`src/rtl/cmd_seq_arbiter_pkg.sv`:
```
// Shared encodings, command prefixes, FSM states and defaults for cmd_seq_arbiter.
// The optional WAIT_RDY timeout is enabled by defining CMD_ARB_TIMEOUT_EN.
package cmd_seq_arbiter_pkg;

  typedef enum logic [1:0] {
    OP_WRITE = 2'b00,
    OP_READ  = 2'b01,
    OP_ERASE = 2'b10,
    OP_RSVD  = 2'b11
  } op_e;

  typedef enum logic [2:0] {
    S_IDLE,
    S_WAIT_RDY,
    S_HI,
    S_LO,
    S_FIN
  } state_e;

  localparam logic [15:0] PFX_WR0 = 16'hAF00;
  localparam logic [15:0] PFX_WR1 = 16'hAF01;
  localparam logic [31:0] CMD_WR_END = 32'hA000_0000;
  localparam logic [15:0] PFX_RD0 = 16'hAD00;
  localparam logic [15:0] PFX_RD1 = 16'hAD01;
  localparam logic [15:0] PFX_ER0 = 16'hAE00;
  localparam logic [15:0] PFX_ER1 = 16'hAE01;
  localparam logic [15:0] PFX_ER2 = 16'hAE02;
  localparam logic [15:0] PFX_ER3 = 16'hAE03;

  localparam int DEF_PULSE_HI    = 4;
  localparam int DEF_GAP_LO      = 4;
  localparam int DEF_TIMEOUT_CYC = 24000;

  // Index of the final word of each operation's word list.
  function automatic logic [1:0] last_word(op_e op);
    case (op)
      OP_WRITE: last_word = 2'd2;
      OP_READ:  last_word = 2'd1;
      OP_ERASE: last_word = 2'd3;
      default:  last_word = 2'd0;
    endcase
  endfunction

  function automatic logic [31:0] cmd_word(op_e op, logic [1:0] idx,
                                           logic [23:0] sadr, logic [23:0] eadr);
    cmd_word = '0;
    case (op)
      OP_WRITE:
        case (idx)
          2'd0:    cmd_word = {PFX_WR0, sadr[23:8]};
          2'd1:    cmd_word = {PFX_WR1, sadr[7:0], 8'h00};
          default: cmd_word = CMD_WR_END;
        endcase
      OP_READ:
        case (idx)
          2'd0:    cmd_word = {PFX_RD0, sadr[23:8]};
          default: cmd_word = {PFX_RD1, sadr[7:0], 8'h00};
        endcase
      OP_ERASE:
        case (idx)
          2'd0:    cmd_word = {PFX_ER0, sadr[23:8]};
          2'd1:    cmd_word = {PFX_ER1, sadr[7:0], 8'h00};
          2'd2:    cmd_word = {PFX_ER2, eadr[23:8]};
          default: cmd_word = {PFX_ER3, eadr[7:0], 8'h00};
        endcase
      default: cmd_word = '0;
    endcase
  endfunction

endpackage

```
`src/rtl/cmd_seq_arbiter_rr_arb2.sv`:
```
// Two-way round-robin arbiter: combinational one-hot grant, priority flips
// to the other requester whenever a grant is taken.
module rr_arb2 (
  input  logic       i_clk,
  input  logic       i_rst,
  input  logic [1:0] i_req,
  input  logic       i_take,
  output logic [1:0] o_gnt
);

  logic r_prio;  // requester that wins a tie

  always_comb begin
    o_gnt = 2'b00;
    if (i_req == 2'b11) o_gnt = r_prio ? 2'b10 : 2'b01;
    else                o_gnt = i_req;
  end

  always_ff @(posedge i_clk) begin
    if (i_rst)                  r_prio <= 1'b0;
    else if (i_take && |i_req)  r_prio <= o_gnt[0];
  end

endmodule

```
`src/rtl/cmd_seq_arbiter.sv`:
```
// Arbitrates two requesters and plays the granted op out as strobed command words.
// Define CMD_ARB_TIMEOUT_EN to bound the flash_busy wait to TIMEOUT_CYC cycles.
module cmd_seq_arbiter
  import cmd_seq_arbiter_pkg::*;
#(
  parameter int PULSE_HI    = DEF_PULSE_HI,
  parameter int GAP_LO      = DEF_GAP_LO,
  parameter int TIMEOUT_CYC = DEF_TIMEOUT_CYC
) (
  input  logic        i_clk,
  input  logic        i_rst,
  input  logic [1:0]  i_req,
  input  logic [1:0]  i_op0,
  input  logic [1:0]  i_op1,
  input  logic [23:0] i_sadr0,
  input  logic [23:0] i_sadr1,
  input  logic [23:0] i_eadr0,
  input  logic [23:0] i_eadr1,
  input  logic        i_flash_busy,
  output logic [1:0]  o_gnt,
  output logic [1:0]  o_done,
  output logic        o_err,
  output logic [31:0] o_cmd,
  output logic        o_start_cmd
);

  localparam int PH_MAX = (PULSE_HI > GAP_LO) ? PULSE_HI : GAP_LO;
  localparam int PW     = $clog2(PH_MAX + 1);

  if (PULSE_HI < 1 || GAP_LO < 1 || TIMEOUT_CYC < 1) begin : g_bad_cfg
    $error("cmd_seq_arbiter: PULSE_HI, GAP_LO and TIMEOUT_CYC must be >= 1");
  end

  state_e      r_state, w_next;
  logic [1:0]  r_gnt, w_arb_gnt;
  logic        w_take;
  op_e         r_op;
  logic [23:0] r_sadr, r_eadr;
  logic [1:0]  r_widx;
  logic [PW-1:0] r_ph_cnt;
  logic        r_err_flag;
  logic [31:0] r_cmd;
  logic        w_hi_end, w_lo_end, w_last, w_timeout;

  rr_arb2 u_arb (
    .i_clk  (i_clk),
    .i_rst  (i_rst),
    .i_req  (i_req),
    .i_take (w_take),
    .o_gnt  (w_arb_gnt)
  );

  assign w_hi_end = (r_ph_cnt == PW'(PULSE_HI - 1));
  assign w_lo_end = (r_ph_cnt == PW'(GAP_LO - 1));
  assign w_last   = (r_widx == last_word(r_op));

`ifdef CMD_ARB_TIMEOUT_EN
  localparam int TW = $clog2(TIMEOUT_CYC + 1);
  logic [TW-1:0] r_to_cnt;

  always_ff @(posedge i_clk) begin
    if (i_rst || r_state != S_WAIT_RDY) r_to_cnt <= '0;
    else                                r_to_cnt <= r_to_cnt + 1'b1;
  end

  assign w_timeout = (r_to_cnt == TW'(TIMEOUT_CYC - 1));
`else
  assign w_timeout = 1'b0;
`endif

  always_comb begin
    w_next = r_state;
    w_take = 1'b0;
    case (r_state)
      S_IDLE:     if (|i_req) begin
                    w_take = 1'b1;
                    w_next = S_WAIT_RDY;
                  end
      // A ready flash wins over a timeout landing on the same cycle.
      S_WAIT_RDY: if (r_op == OP_RSVD)    w_next = S_FIN;
                  else if (!i_flash_busy) w_next = S_HI;
                  else if (w_timeout)     w_next = S_FIN;
      S_HI:       if (w_hi_end) w_next = S_LO;
      S_LO:       if (w_lo_end) w_next = w_last ? S_FIN : S_HI;
      S_FIN:      w_next = S_IDLE;
      default:    w_next = S_IDLE;
    endcase
    o_gnt       = r_gnt;
    o_cmd       = r_cmd;
    o_start_cmd = (r_state == S_HI);
    o_done      = (r_state == S_FIN) ? r_gnt : 2'b00;
    o_err       = (r_state == S_FIN) && r_err_flag;
  end

  always_ff @(posedge i_clk) begin
    if (i_rst) begin
      r_state    <= S_IDLE;
      r_gnt      <= 2'b00;
      r_op       <= OP_WRITE;
      r_sadr     <= '0;
      r_eadr     <= '0;
      r_widx     <= '0;
      r_ph_cnt   <= '0;
      r_err_flag <= 1'b0;
      r_cmd      <= '0;
    end else begin
      r_state <= w_next;
      if (r_state != w_next)                   r_ph_cnt <= '0;
      else if (r_state == S_HI || r_state == S_LO) r_ph_cnt <= r_ph_cnt + 1'b1;

      case (r_state)
        S_IDLE: if (w_take) begin
          r_gnt      <= w_arb_gnt;
          r_op       <= op_e'(w_arb_gnt[1] ? i_op1 : i_op0);
          r_sadr     <= w_arb_gnt[1] ? i_sadr1 : i_sadr0;
          r_eadr     <= w_arb_gnt[1] ? i_eadr1 : i_eadr0;
          r_widx     <= '0;
          r_err_flag <= 1'b0;
        end
        S_WAIT_RDY: begin
          if (w_next == S_HI)  r_cmd      <= cmd_word(r_op, 2'd0, r_sadr, r_eadr);
          if (w_next == S_FIN) r_err_flag <= 1'b1;
        end
        S_LO: if (w_next == S_HI) begin
          r_widx <= r_widx + 2'd1;
          r_cmd  <= cmd_word(r_op, r_widx + 2'd1, r_sadr, r_eadr);
        end
        S_FIN: r_gnt <= 2'b00;
        default: ;
      endcase
    end
  end

endmodule

```
`config.mk`:
```
export PLATFORM = sky130hd
export DESIGN_NAME = cmd_seq_arbiter
export DESIGN_NICKNAME = d
export VERILOG_FILES = /design/src/rtl/cmd_seq_arbiter_pkg.sv /design/src/rtl/cmd_seq_arbiter_rr_arb2.sv /design/src/rtl/cmd_seq_arbiter.sv
export SDC_FILE = /design/constraint.sdc
export NUM_CORES = 1
export LEC_CHECK = 0
export BUFFER_PORTS_ARGS = -buffer_cell sky130_fd_sc_hd__buf_2
export CAP_MARGIN = 20
export CORE_AREA = 2 2 138 140
export DETAILED_ROUTE_END_ITERATION = 6
export DIE_AREA = 0 0 140 142
export PLACE_DENSITY = 0.48
export RECOVER_POWER = 100
export SETUP_SLACK_MARGIN = 0.2
export SLEW_MARGIN = 30
export SYNTH_ARGS = -nofsm -noshare
export SYNTH_HDL_FRONTEND = slang
export SYNTH_SLANG_ARGS = --single-unit
```
`constraint.sdc`:
```
create_clock -name i_clk -period 2.2 [get_ports i_clk]
set_input_delay 0.11 -clock i_clk [delete_from_list [all_inputs] [get_ports i_clk]]
set_output_delay 0.11 -clock i_clk [all_outputs]
set_load 0.01 [all_outputs]
```
==> impl_results.md, run 1 <==
* Post-layout min period at 1970 ps
* Final net count at 765
* RSZ-0062 raised after global routing: false
* Final instance area at 5740 sq um
* MaxCap Viol Count at 0
* Pleak at 0.00251 uW
* Fin worst setup slack at 228 ps
* Largest net degree at the start of global routing at 51
* Setup Skew at 9.69 ps
* CTS H-tree depth at 3
* PortBufs at 134
* Post-synth EDFFs at 0
* Pwr dens at 724 nW/um^2
* Hold Fails Final Rpt at 0
* Startpoint types: flip-flop
* Initial antenna violation count at 0
* Antenna Nets Post-Route at 0
* Primary FF master, synth: dfxtp_1
* Pre-antenna DRT Iters at 7
* Std cell rows at 50
* Synthesized area at 4510 sq um
* Violations in the final reports: DRC
* I/O pins at 143
* Total global routing overflow at 0
* Final Setup Violations at 0
* Min-Delay Path Class: primary input to flip-flop
* Final slew viol count at 0
* Mean post-synth cell area at 8.45 sq um
* P&R area growth vs syn at 27.2%
* WL final at 14200 um
* Antenna cells at 0
* Tot Pwr at 4150 uW
* Worst path slowest cell: o311ai_0
* Initial cell density of the core at 24.4%
* Peak supply drop at 0.000349 V
* Total track usage at 14.0%
* Num Clock Sinks at 84
* Post-DR vias/cell at 4.87
* Critical path fanouts, max at 13
* CP Class: flip-flop to flip-flop
* CP cell instances: nor2_1 > and2_0 > o311ai_0 > a21oi_1
* Yosys cell types at 49
* Register area share after synthesis at 37.3%
* Synth area leaders: dfxtp_1, mux2i_1, o21ai_0
* Global-route wire length before repair at 21800 um
* Slew @ Worst Pin at 638 ps
* Outcome: finished with violations
* Vias in the first global route at 4208
* Max Root-Sink Buffers at 2
* Fillcell total at 1974
* Post-synth top area cell: dfxtp_1
* Clk_lat worst skew at 340 ps
* Worst Setup End Kind: flip-flop
* Cell Area, Placed at 5430 sq um
* Core Util, Final at 31.1%
* Fraction of registers with async set/reset at 0%
* Share of layout cells above drive strength 1 at 25.2%
* Avg WL per Cell at 16.0 um
* Final Cycle Share at 89.6%
* Root Buffer: clkbuf_16
* Highest clock rate at 507 MHz
* Register bit total from synthesis at 84
* Core ar. at 18500 sq um
* DRC at 8
* CP peak stage delay at 630 ps
* Worst EP required at 2390 ps
* Routability congestion estimate at 0.784
* CTS tree: done
* Fraction of synthesized cell area taken by the top area cell type at 37.3%
* Post-DP HPWL at 10700 um
* Critical Path AT at 2160 ps
* Yosys warnings at 0
* Clock-pin slew on the worst setup and hold paths at 60 ps
* Max_slew headroom at 57.0%
* Die area at 19900 sq um
* Setup TNS at 0 ps
* Pre-CTS WS at 9.67 ps
* Drt initial violations at 336
* Gate Count Post-Synth at 534
* Die H at 142 um
* Via count at 4318
* Post-CTS Hold Fix Bufs at 0
* CTS Buf Count at 9
* Die width at 140 um
==> metrics by stage <==
step / instances / hold WS [ps]
detailed placement: 871 / 399
finish: 886 / 48.5
floorplan: 541 / 258
global placement: 871 / 396
global route: 886 / 62.4
CTS: 886 / 42.1
==> metal layers <==
layer | GRT usage (%) | routed length, um
met1 | 17.8 | 6360
met2 | 23.6 | 6780
met3 | 2.83 | 798
met4 | 5.32 | 253
met5 | 0 | 0
==> path summary, 6_finish.rpt <==
path	start	endpoint	slack, ps	cells after the start
worst max register to register	r_state[0]$_SDFF_PP0_	r_ph_cnt[2]$_SDFFE_PP0P_	230	4
worst min-delay path	i_eadr1[7]	r_eadr[7]$_SDFFE_PP0P_	50	3
worst max-delay path	r_state[0]$_SDFF_PP0_	r_ph_cnt[2]$_SDFFE_PP0P_	230	4
worst min register to register	r_eadr[16]$_SDFFE_PP0P_	r_eadr[16]$_SDFFE_PP0P_	460	2
==> flip-flops by register name, indices dropped and copies added, names as in the netlist <==
name and cells:
r_eadr 24, r_sadr 24, o_cmd 22, r_ph_cnt 3
r_state 3, o_gnt 2, r_op 2, r_widx 2
r_err_flag 1, u_arb.r_prio 1
==> cell type report <==
type / count / area [sq um] / share of cell area [%]
timing repair buffer: 154 / 837 / 14.6
sequential: 84 / 1680 / 29.3
tap: 234 / 293 / 5.10
clock buffer: 10 / 239 / 4.17
inverter: 8 / 30.0 / 0.523
multi-input combinational: 392 / 2600 / 45.4
clock inverter: 4 / 51.3 / 0.894
==> Yosys cell counts (2+ instances only) <==
| master | n |
|---|---|
| buf_2 | 15 |
| and3_1 | 11 |
| buf_1 | 3 |
| o31ai_1 | 8 |
| inv_1 | 8 |
| clkbuf_1 | 25 |
| a311oi_1 | 17 |
| xor2_1 | 2 |
| a21o_1 | 9 |
| a22oi_1 | 8 |
| and2_1 | 2 |
| nand2b_1 | 6 |
| nor2_1 | 12 |
| mux2i_1 | 53 |
| o21ai_0 | 55 |
| a211oi_1 | 4 |
| a22o_1 | 8 |
| nand3_1 | 21 |
| nand2_1 | 72 |
| a21oi_1 | 39 |
| nor3_1 | 7 |
| dfxtp_1 | 84 |
| buf_4 | 12 |
| or3_1 | 4 |
| mux2_2 | 9 |
| ha_1 | 11 |
| xnor2_1 | 2 |
| nor2b_1 | 4 |
| and3b_1 | 3 |
==> where the power goes <==
group          switching, uW  internal, uW
registers                136          1670
logic                    461           372
clock network            615           898
==> logic make-up (layout without fill, tap and decap cells) <==
logic type      Yosys count  after routing  synth area share (%)
compound gates          156            156                  21.6
simple gates            151            151                  16.2
flops                    84             84                  37.3
buf+inv                  65            176                  7.02
mux                      62             62                  14.0
fa+ha+maj                11             11                  3.05
xor+xnor                  4              4                 0.777
other cells               1              8                0.0831
==> critical path: cells and delay by family (launching register included) <==
family	cells	cell delay, ps
AND/OR/NAND/NOR	2	480
flip-flops	1	570
AO/OA/AOI/OAI	2	770
==> timing repair <==
item | CTS | global route
pin swaps | 0 | 0
buffers inserted | 1 | 0
hold endpoints to repair | 0 | 0
gates resized for setup | 4 | 11
endpoints found under the setup margin | 16 | 21
==> cells in the final DEF, fill, tap and decap left out, types with 7 or more instances in the layout <==
cell type	Yosys	layout
a21o_1	9	9
a21oi_1	39	39
a22o_1	8	8
a22oi_1	8	8
a311oi_1	17	17
and3_1	11	11
buf_2	15	104
buf_4	12	15
clkbuf_1	25	30
clkbuf_16	0	9
conb_1	1	8
dfxtp_1	84	83
ha_1	11	10
inv_1	8	8
mux2_2	9	9
mux2i_1	53	53
nand2_1	72	72
nand3_1	21	21
nor2_1	12	12
nor3_1	7	7
o21ai_0	55	53
o31ai_1	8	8
Power figures use the tool's default switching activity.
==> inputs of run 2 (changes only) <==
--- a/config.mk
+++ b/config.mk
@@ -10,7 +10,7 @@
 export CORE_AREA = 2 2 138 140
 export DETAILED_ROUTE_END_ITERATION = 6
 export DIE_AREA = 0 0 140 142
-export PLACE_DENSITY = 0.48
+export PLACE_DENSITY = 0.42
 export RECOVER_POWER = 100
 export SETUP_SLACK_MARGIN = 0.2
 export SLEW_MARGIN = 30
==> impl_results.md, run 2 (synthesis gave the netlist of run 1 again) <==
* Critical path depth at 6
* Startpoint types: flip-flop
* Cell Area, Placed at 5430 sq um
* Outcome: finished with violations
* CTS H-tree depth at 3
* RSZ-0062 raised after global routing: true
* Placed Cells incl. Taps at 871
* Final Setup Violations at 0
* Hold Fails Final Rpt at 0
* Worst Setup End Kind: flip-flop
* Initial cell density of the core at 24.4%
* R2R setup slack at 210 ps
* Vias in the first global route at 4072
* Share of layout cells above drive strength 1 at 25.8%
* Clk_lat worst skew at 350 ps
* Final slew viol count at 0
* Clock-pin slew on the worst setup and hold paths at 60 ps
* Post-layout min period at 1990 ps
* Die area at 19900 sq um
* Setup TNS at 0 ps
* Post-DR vias/cell at 4.85
* Core ar. at 18500 sq um
* Max_slew headroom at 32.4%
* Pre-CTS WS at 100 ps
* Final Cycle Share at 90.3%
* Violations in the final reports: DRC
* Slew @ Worst Pin at 1010 ps
* Critical Path AT at 2270 ps
* Hold Startpoint: i_eadr1[16]
* CP cell instances: clkbuf_2 > ha_1 > nor3_1 > o21ai_2 > or4_1 > a21oi_1
* P&R area growth vs syn at 28.0%
* Pre-antenna DRT Iters at 6
* Pleak at 0.00252 uW
* Non-Filler Instances at 888
* Reg-to-Reg End: o_cmd[27]$_SDFFE_PP0P_
* Peak supply drop at 0.000371 V
* CTS tree: done
* Critical path fanouts, max at 9
* WHS Endpoint: r_eadr[16]$_SDFFE_PP0P_
* Antenna Nets Post-Route at 0
* Avg WL per Cell at 16.3 um
* Post-CTS Hold Fix Bufs at 0
* Max Root-Sink Buffers at 2
* WP buf/inv at 1
* Fin worst setup slack at 213 ps
* CP Class: flip-flop to flip-flop
* Via count at 4307
* Most frequent cells in the layout: buf_2, dfxtp_1, nand2_1
* Most common cell after layout, fill and taps aside: buf_2
* Largest net degree at the start of global routing at 51
* CTS Buf Count at 9
* MaxCap Viol Count at 0
* Worst path slowest cell: or4_1
* Std cell rows at 50
* Antenna cells at 0
* Root Buffer: clkbuf_16
* R2r startpoint: r_op[0]$_SDFFE_PP0P_
* CP peak stage delay at 480 ps
* Final instance area at 5770 sq um
* Worst r2r path cells at 6
* Setup Skew at 7.05 ps
* Drt initial violations at 248
* Initial antenna violation count at 0
* Worst EP required at 2480 ps
* Num Clock Sinks at 84
* Hold Path Cell Cnt at 3
* Total global routing overflow at 0
* Die H at 142 um
* DRC at 4
* Die width at 140 um
* Post-DP HPWL at 10900 um
* Min-Delay Path Class: primary input to flip-flop
* Highest clock rate at 503 MHz
* Global-route wire length before repair at 21800 um
* Total track usage at 14.3%
* WL final at 14500 um
* PortBufs at 134
* Largest delay contributor family on the critical path: simple AND/OR/NAND/NOR gates
* I/O pins at 143
* Pwr dens at 719 nW/um^2
* Final net count at 766
* Routability congestion estimate at 0.771
[run 2: cell types whose count changed in the layout (fill, tap and decap cells not counted), sizes merged]
cell,previous run,this run
buf,124,120
clkinv,2,4
clkinvlp,1,0
clkbuf,40,45
[run 2: how the worst max path moves through the flow]
stage,to,from
5_1_grt,o_cmd[12]$_SDFFE_PP0P_,r_op[0]$_SDFFE_PP0P_
3_5_place_dp,o_cmd[8]$_SDFFE_PP0P_,r_widx[1]$_SDFFE_PP0P_
6_report,o_cmd[27]$_SDFFE_PP0P_,r_op[0]$_SDFFE_PP0P_
4_1_cts,o_cmd[27]$_SDFFE_PP0P_,r_op[1]$_SDFFE_PP0P_
2_1_floorplan,o_cmd[27]$_SDFFE_PP0P_,r_op[0]$_SDFFE_PP0P_
3_3_place_gp,o_cmd[14]$_SDFFE_PP0P_,r_widx[1]$_SDFFE_PP0P_
[run 2: cell type report]
type                       count  area [sq um]
clock inverter                 5          53.8
multi-input combinational    392          2640
clock buffer                  10           229
tap                          234           293
inverter                       8          30.0
fill                        1990         12700
timing repair buffer         155           840
sequential                    84          1690
[run 2: stage by stage]
stage	util (%)	hold WS (ps)	total power, uW
after CTS	31.1	32.3	4190
final	31.3	38.7	4150
after global placement	29.4	392	2640
after detailed placement	29.4	399	2670
after global routing	31.3	52.7	4380
after floorplan	-	258	2310
[run 2: timing repair]
action | CTS | global route
endpoints found under the setup margin | 10 | 56
gates resized for setup | 3 | 25
pin swaps | 0 | 0
buffers inserted | 0 | 1
gates cloned | 0 | 1
endpoints found under the hold margin | 0 | 0
[run 2: where the power goes]
| part | leakage, uW | switching (uW) | total (uW) | internal [uW] |
|---|---|---|---|---|
| combinational | 0.00168 | 462 | 832 | 370 |
| sequential | 0.000691 | 141 | 1810 | 1670 |
| clock | 0.000142 | 635 | 1500 | 870 |
[run 2: worst min-delay path: cells and delay by family]
| kind | cells | cell delay, ps |
|---|---|---|
| buffers and inverters | 1 | 70 |
| muxes | 1 | 50 |
| AOI/OAI and AO/OA | 1 | 120 |
[run 2: layer usage]
metal / share of wire [%] / vias up / global-route usage, %
met1: 44 / 2013 / 18.3
met3: 4.8 / 21 / 3.43
li1: - / 2144 / -
met4: 2.5 / 0 / 5.37
met2: 48 / 129 / 23.5
met5: 0 / - / 0
